**src/rtl/display_arbiter_if.sv**
```systemverilog
// Bundle of request, text and display signals between the text sources
// and the display arbiter.
interface display_arbiter_if #(
    parameter int NUM_REQ = 4
);
    logic [NUM_REQ-1:0]    req;
    logic [32*NUM_REQ-1:0] text;
    logic [NUM_REQ-1:0]    grant;
    logic                  busy;
    logic [7:0]            asciiOne;
    logic [7:0]            asciiTwo;
    logic [7:0]            asciiThree;
    logic [7:0]            asciiFour;

    // Text producers drive requests and strings and watch the grant
    modport master (
        output req, text,
        input  grant, busy, asciiOne, asciiTwo, asciiThree, asciiFour
    );

    // The arbiter consumes requests and owns the display outputs
    modport slave (
        input  req, text,
        output grant, busy, asciiOne, asciiTwo, asciiThree, asciiFour
    );
endinterface

```
**src/rtl/display_arbiter.sv**
```systemverilog
// Round-robin arbiter that shares a four-character display between up to
// four text sources, holding each grant for a minimum number of cycles so
// messages stay readable. All outputs are registered.
module display_arbiter #(
    parameter int         NUM_REQ     = 4,
    parameter int         HOLD_CYCLES = 50000000,
    parameter logic [7:0] IDLE_CHAR   = 8'h20
) (
    input  logic             CLK,
    input  logic             RESET,
    display_arbiter_if.slave bus
);
    localparam int IW = (NUM_REQ > 2) ? 2 : 1;
    localparam int CW = 26;
    localparam logic [CW-1:0] HOLD_LOAD  = CW'(HOLD_CYCLES - 1);
    localparam logic [31:0]   IDLE_WORD  = {4{IDLE_CHAR}};
    localparam logic [IW-1:0] LAST_RESET = IW'(NUM_REQ - 1);

    typedef enum logic {IDLE, OWN} state_t;

    state_t             r_state, w_stateNext;
    logic [NUM_REQ-1:0] r_grant, w_grantNext, w_candidates;
    logic [IW-1:0]      r_last, w_lastNext, w_winner;
    logic [CW-1:0]      r_count, w_countNext;
    logic [31:0]        r_ascii, w_asciiNext, w_ownerText, w_winnerText;
    logic               w_found, w_ownerReq, w_holdDone;
    int                 w_idx;

    // The current owner never competes against itself; in IDLE the grant
    // is zero so every request is a candidate.
    assign w_candidates = bus.req & ~r_grant;
    assign w_ownerReq   = |(bus.req & r_grant);
    assign w_holdDone   = (r_count == '0);

    // Round-robin search starting one past the most recent owner
    always_comb begin
        w_found  = 1'b0;
        w_winner = '0;
        w_idx    = 0;
        for (int k = 1; k <= NUM_REQ; k++) begin
            w_idx = (int'(r_last) + k) % NUM_REQ;
            if (!w_found && w_candidates[IW'(w_idx)]) begin
                w_found  = 1'b1;
                w_winner = IW'(w_idx);
            end
        end
    end

    // Select the owner's string and the prospective winner's string
    always_comb begin
        w_ownerText  = '0;
        w_winnerText = '0;
        for (int i = 0; i < NUM_REQ; i++) begin
            if (IW'(i) == r_last) begin
                w_ownerText = bus.text[32*i +: 32];
            end
            if (IW'(i) == w_winner) begin
                w_winnerText = bus.text[32*i +: 32];
            end
        end
    end

    // Next-state, hold counter and display latch decisions
    always_comb begin
        w_stateNext = r_state;
        w_grantNext = r_grant;
        w_lastNext  = r_last;
        w_countNext = r_count;
        w_asciiNext = r_ascii;
        case (r_state)
            IDLE: begin
                if (w_found) begin
                    w_stateNext = OWN;
                    w_grantNext = NUM_REQ'(1) << w_winner;
                    w_lastNext  = w_winner;
                    w_countNext = HOLD_LOAD;
                    w_asciiNext = w_winnerText;
                end
            end
            OWN: begin
                if (!w_holdDone) begin
                    w_countNext = r_count - 1'b1;
                    if (w_ownerReq) begin
                        w_asciiNext = w_ownerText;
                    end
                end else if (w_found) begin
                    w_grantNext = NUM_REQ'(1) << w_winner;
                    w_lastNext  = w_winner;
                    w_countNext = HOLD_LOAD;
                    w_asciiNext = w_winnerText;
                end else if (w_ownerReq) begin
                    w_asciiNext = w_ownerText;
                end else begin
                    w_stateNext = IDLE;
                    w_grantNext = '0;
                    w_asciiNext = IDLE_WORD;
                end
            end
            default: begin
                w_stateNext = IDLE;
                w_grantNext = '0;
                w_asciiNext = IDLE_WORD;
            end
        endcase
    end

    // State and output registers; reset returns to an idle, blank display
    always_ff @(posedge CLK) begin
        if (RESET) begin
            r_state <= IDLE;
            r_grant <= '0;
            r_last  <= LAST_RESET;
            r_count <= '0;
            r_ascii <= IDLE_WORD;
        end else begin
            r_state <= w_stateNext;
            r_grant <= w_grantNext;
            r_last  <= w_lastNext;
            r_count <= w_countNext;
            r_ascii <= w_asciiNext;
        end
    end

    assign bus.grant      = r_grant;
    assign bus.busy       = |r_grant;
    assign bus.asciiOne   = r_ascii[31:24];
    assign bus.asciiTwo   = r_ascii[23:16];
    assign bus.asciiThree = r_ascii[15:8];
    assign bus.asciiFour  = r_ascii[7:0];
endmodule

```
**src/flat_wrapper.sv**
```systemverilog
// flat-port wrapper written by rule: the top's interface ports become plain ports
module display_arbiter_flat 
#(
    parameter int         NUM_REQ     = 4,
    parameter int         HOLD_CYCLES = 50000000,
    parameter logic [7:0] IDLE_CHAR   = 8'h20
)
  (CLK, RESET, bus_req, bus_text, bus_grant, bus_busy, bus_asciiOne, bus_asciiTwo, bus_asciiThree, bus_asciiFour);
  display_arbiter_if #(.NUM_REQ(NUM_REQ)) bus_i ();
  input  logic CLK;
  input  logic RESET;
  input wire logic [$bits(bus_i.req)-1:0] bus_req;
  input wire logic [$bits(bus_i.text)-1:0] bus_text;
  output wire logic [$bits(bus_i.grant)-1:0] bus_grant;
  output wire logic [$bits(bus_i.busy)-1:0] bus_busy;
  output wire logic [$bits(bus_i.asciiOne)-1:0] bus_asciiOne;
  output wire logic [$bits(bus_i.asciiTwo)-1:0] bus_asciiTwo;
  output wire logic [$bits(bus_i.asciiThree)-1:0] bus_asciiThree;
  output wire logic [$bits(bus_i.asciiFour)-1:0] bus_asciiFour;
  assign bus_i.req = bus_req;
  assign bus_i.text = bus_text;
  assign bus_grant = bus_i.grant;
  assign bus_busy = bus_i.busy;
  assign bus_asciiOne = bus_i.asciiOne;
  assign bus_asciiTwo = bus_i.asciiTwo;
  assign bus_asciiThree = bus_i.asciiThree;
  assign bus_asciiFour = bus_i.asciiFour;
  display_arbiter #(.NUM_REQ(NUM_REQ), .HOLD_CYCLES(HOLD_CYCLES), .IDLE_CHAR(IDLE_CHAR)) u_core (.CLK(CLK), .RESET(RESET), .bus(bus_i));
endmodule
```
**config.mk**
```make
export PLATFORM = sky130hd
export DESIGN_NAME = display_arbiter_flat
export DESIGN_NICKNAME = d
export VERILOG_FILES = /design/src/rtl/display_arbiter_if.sv /design/src/rtl/display_arbiter.sv /design/src/flat_wrapper.sv
export SDC_FILE = /design/constraint.sdc
export NUM_CORES = 1
export LEC_CHECK = 0
export ABC_CLOCK_PERIOD_IN_PS = 4000
export CORE_MARGIN = 3
export CORE_UTILIZATION = 36
export CTS_CLUSTER_DIAMETER = 100
export DETAILED_ROUTE_END_ITERATION = 10
export PLACE_DENSITY = 0.68
export SYNTH_ARGS = -nofsm -noshare
export SYNTH_HDL_FRONTEND = slang
export SYNTH_SLANG_ARGS = --single-unit
```
**constraint.sdc**
```tcl
create_clock -name CLK -period 4 [get_ports CLK]
set_clock_uncertainty 0.1 [all_clocks]
set_input_delay 1.2 -clock CLK [delete_from_list [all_inputs] [get_ports CLK]]
set_output_delay 1.2 -clock CLK [all_outputs]
set_load 0.005 [all_outputs]
```
==> flow_summary.json <==
{
  "ys_seq_area_share_pct": 24.5,
  "cts_resized": 0,
  "cp.required_ns": 4.13,
  "synthToLayoutAreaGrowth_pct": 40.3,
  "rsz0062_at_grt": "false",
  "p_sw_share_pct": 36.8,
  "synthMuxAreaShare_pct": 13.4,
  "synth_compound_area_share_pct": 31.5,
  "io_buffers": 170,
  "crit_slowest_cell": "o31ai_4",
  "synth-main-ff-cell": "dfxtp_1",
  "clock_latency_ns": 0.33,
  "crit_fanout": 22,
  "ys_seq_elements": 65,
  "num_rows": 43,
  "worst_slew_pin_slew_ns": 1.06,
  "placedCellCount": 942,
  "synth_cell_types": 57,
  "cts_buffer_depth": 2,
  "final-seq-area_um2": 1300,
  "cts_tree": "built",
  "synthesis.nets": 773,
  "track_usage_pct": 22.9,
  "combPwrFrac_pct": 50.4,
  "globalRouteOverflowTotal": 0,
  "wirelength_mm": 18.9,
  "status": "complete, no violations",
  "dp_hpwl_mm": 13.4,
  "final_nets": 912,
  "initial_core_util_pct": 37.5,
  "numCtsBuffers": 9,
  "antenna_found_initial": 0,
  "cts_hold_buf": 0,
  "multi_input_area_um2": 3750,
  "hold_violations": 0,
  "routedWlPerCell_um": 19.8,
  "crit_type": "in2reg",
  "synthAdderAreaFrac_pct": 1.18,
  "grt_max_degree": 66,
  "drt_iter0_drc": 454,
  "num-fill-cells": 1340,
  "layout-drive-gt1-share_pct": 16.4,
  "place.gp.congestion": 0.899,
  "die_h_um": 127,
  "peakVddDrop_mv": 0.224,
  "setup_viol": 0,
  "post-route-period-util_pct": 92.9,
  "clockRootBuffer": "clkbuf_16",
  "grt_pass1_vias": 5966,
  "timing.critical_path.to_type": "flip-flop",
  "arrival_ns": 3.84,
  "tns_ns": 0,
  "max_freq_ghz": 0.269,
  "detail_route.vias_per_cell": 6.13,
  "final_antenna_net_count": 0,
  "yosys.area_share.simple_pct": 21.7,
  "synth_xor_area_share_pct": 1.98,
  "power.internal_mw": 1.92,
  "fin_crit_ns": 3.72,
  "cts_max_level": 3,
  "ys_async_sr_fraction_pct": 0,
  "vias": 5859,
  "cap_viol_max_count": 0,
  "cts_setup_buffers": 0,
  "max_slew_margin_pct": 29.3,
  "instances_no_fill": 956,
  "insertedDiodeCount": 0,
  "io_pins": 171,
  "crit_chain": "clkdlybuf4s50_1 -> nand2b_1 -> a21oi_1 -> nor2_1 -> o31ai_4 -> buf_4 -> nand3_1 -> a311oi_1",
  "die-area_um2": 16200,
  "synth_warnings": 0,
  "cp_slowest_stage_delay_ns": 0.92,
  "core_area_um2": 14100,
  "avgSynthCellArea_um2": 8.38,
  "switchingPower_mw": 1.12,
  "hold_class": "reg2reg",
  "synth_edf_count": 0,
  "grt_pass1_wl_mm": 30.4,
  "netlist_area_um2": 5310,
  "die_w_um": 127,
  "firstDrtPassIters": 6,
  "crit_path_start_kind": "primary input",
  "synth_top_family_by_area": "compound AO/OA/AOI/OAI gates",
  "leakagePower_nw": 2.56,
  "drc": 0,
  "drv_slew": 0,
  "p_seq_share_pct": 27.3,
  "path_clk_slew_ns": 0.05,
  "power_frac_clock_pct": 22.4,
  "holdWs_ns": 0.395,
  "synthCells": 634,
  "clock_sinks": 65,
  "p_per_area_nw_per_um2": 408
}
==> synthesized netlist by cell type (13+ instances only) <==
cell type | n | area (um2)
nor2b_1 | 35 | 219
o31ai_1 | 29 | 218
nand3_1 | 31 | 155
a21oi_1 | 21 | 105
a311oi_1 | 13 | 114
dfxtp_1 | 65 | 1300
a32oi_1 | 34 | 298
clkbuf_1 | 50 | 188
a221oi_1 | 31 | 272
nor2_1 | 47 | 176
a311oi_2 | 20 | 300
mux2_2 | 56 | 631
nor3_1 | 19 | 95.1
nand2_1 | 49 | 184
==> layer usage <==
layer | track usage, % | up-vias | routed length [um]
li1 | - | 2769 | -
met1 | 28.2 | 2810 | 7780
met2 | 38.0 | 242 | 9130
met3 | 6.23 | 38 | 1580
met4 | 8.64 | 0 | 437
met5 | 0 | - | 0
==> flip-flops by register name, indices dropped and copies added (netlist names) <==
signal and cells:
u_core.r_ascii 32, u_core.bus.grant 4, u_core.r_state 1, u_core.r_count 26, u_core.r_last 2
==> stage by stage <==
stage | worst slack (ns) | instance area, um2 | util [%] | total power [mW]
final | 0.285 | 7450 | 52.7 | 3.04
after global routing | 0.126 | 7450 | 52.7 | 3.21
after CTS | 0.395 | 7450 | 52.7 | 3.05
after detailed placement | 0.0601 | 7210 | 50.9 | 2.36
after global placement | 0.176 | 7210 | 50.9 | 2.32
after floorplan | 0.787 | 5310 | - | 1.77
==> worst max-delay path: cells and delay by family <==
family,cells,cell delay (ns)
AND/OR/NAND/NOR,3,0.38
AO/OA/AOI/OAI,3,1.38
buffers and inverters,2,0.89
==> power groups by stage <==
stage | sequential [mW] | clock [mW] | combinational, mW
3_5_place_dp | 0.841 | 0 | 1.52
3_3_place_gp | 0.838 | 0 | 1.48
4_1_cts | 0.830 | 0.691 | 1.53
6_report | 0.830 | 0.680 | 1.53
5_1_grt | 0.844 | 0.711 | 1.66
2_1_floorplan | 0.822 | 0 | 0.947
==> final timing paths <==
check / start / endpoint / slack (ns) / cells after the start
hold / removal: u_core.r_count[15] / u_core.r_count[15] / 0.39 / 2
setup / recovery: bus_req[0] / u_core.r_ascii[24] / 0.28 / 8
setup reg to reg: u_core.r_last[1] / u_core.r_ascii[24] / 0.84 / 8
hold reg to reg: u_core.r_count[15] / u_core.r_count[15] / 0.39 / 2
==> logic make-up (layout without fill, tap and decap cells) <==
logic type | count (synthesis) | count (layout)
simple gates | 223 | 223
compound gates | 194 | 194
buf+inv | 71 | 213
flops | 65 | 65
mux | 64 | 64
xor+xnor | 12 | 12
fa+ha+maj | 5 | 5
==> layout make-up <==
cell class / instances / area share, %
Multi-Input combinational cell: 498 / 50.4
Clock buffer: 13 / 3.22
Clock inverter: 1 / 0.0672
Tap cell: 180 / 3.02
Sequential cell: 65 / 17.5
Timing Repair Buffer: 192 / 25.5
Inverter: 7 / 0.353
==> cell usage in the layout, fill, tap and decap left out, drive strengths merged, types with 2 or more instances in the layout <==
cell / Yosys / final
a32oi: 34 / 34
nand2b: 5 / 5
nor2b: 35 / 35
xor2: 7 / 7
xnor2: 5 / 5
a221oi: 31 / 31
a21oi: 22 / 22
ha: 5 / 5
o211ai: 2 / 2
nand3b: 3 / 3
clkdlybuf4s50: 0 / 169
nor3b: 2 / 2
o2111ai: 2 / 2
nand2: 49 / 49
a311oi: 33 / 33
mux2i: 8 / 8
nor2: 48 / 48
clkbuf: 50 / 13
and4: 2 / 2
or2: 2 / 2
a221o: 4 / 4
buf: 14 / 23
a31oi: 7 / 7
nand4b: 2 / 2
mux2: 56 / 56
dfxtp: 65 / 65
a22oi: 2 / 2
and3b: 2 / 2
or4: 5 / 5
nand3: 31 / 31
nor4: 7 / 7
or3: 4 / 4
inv: 7 / 7
a211oi: 11 / 11
o21ai: 9 / 9
o31ai: 30 / 30
nand4: 3 / 3
nor3: 19 / 19
No activity file was read; power rests on OpenSTA's default activity.
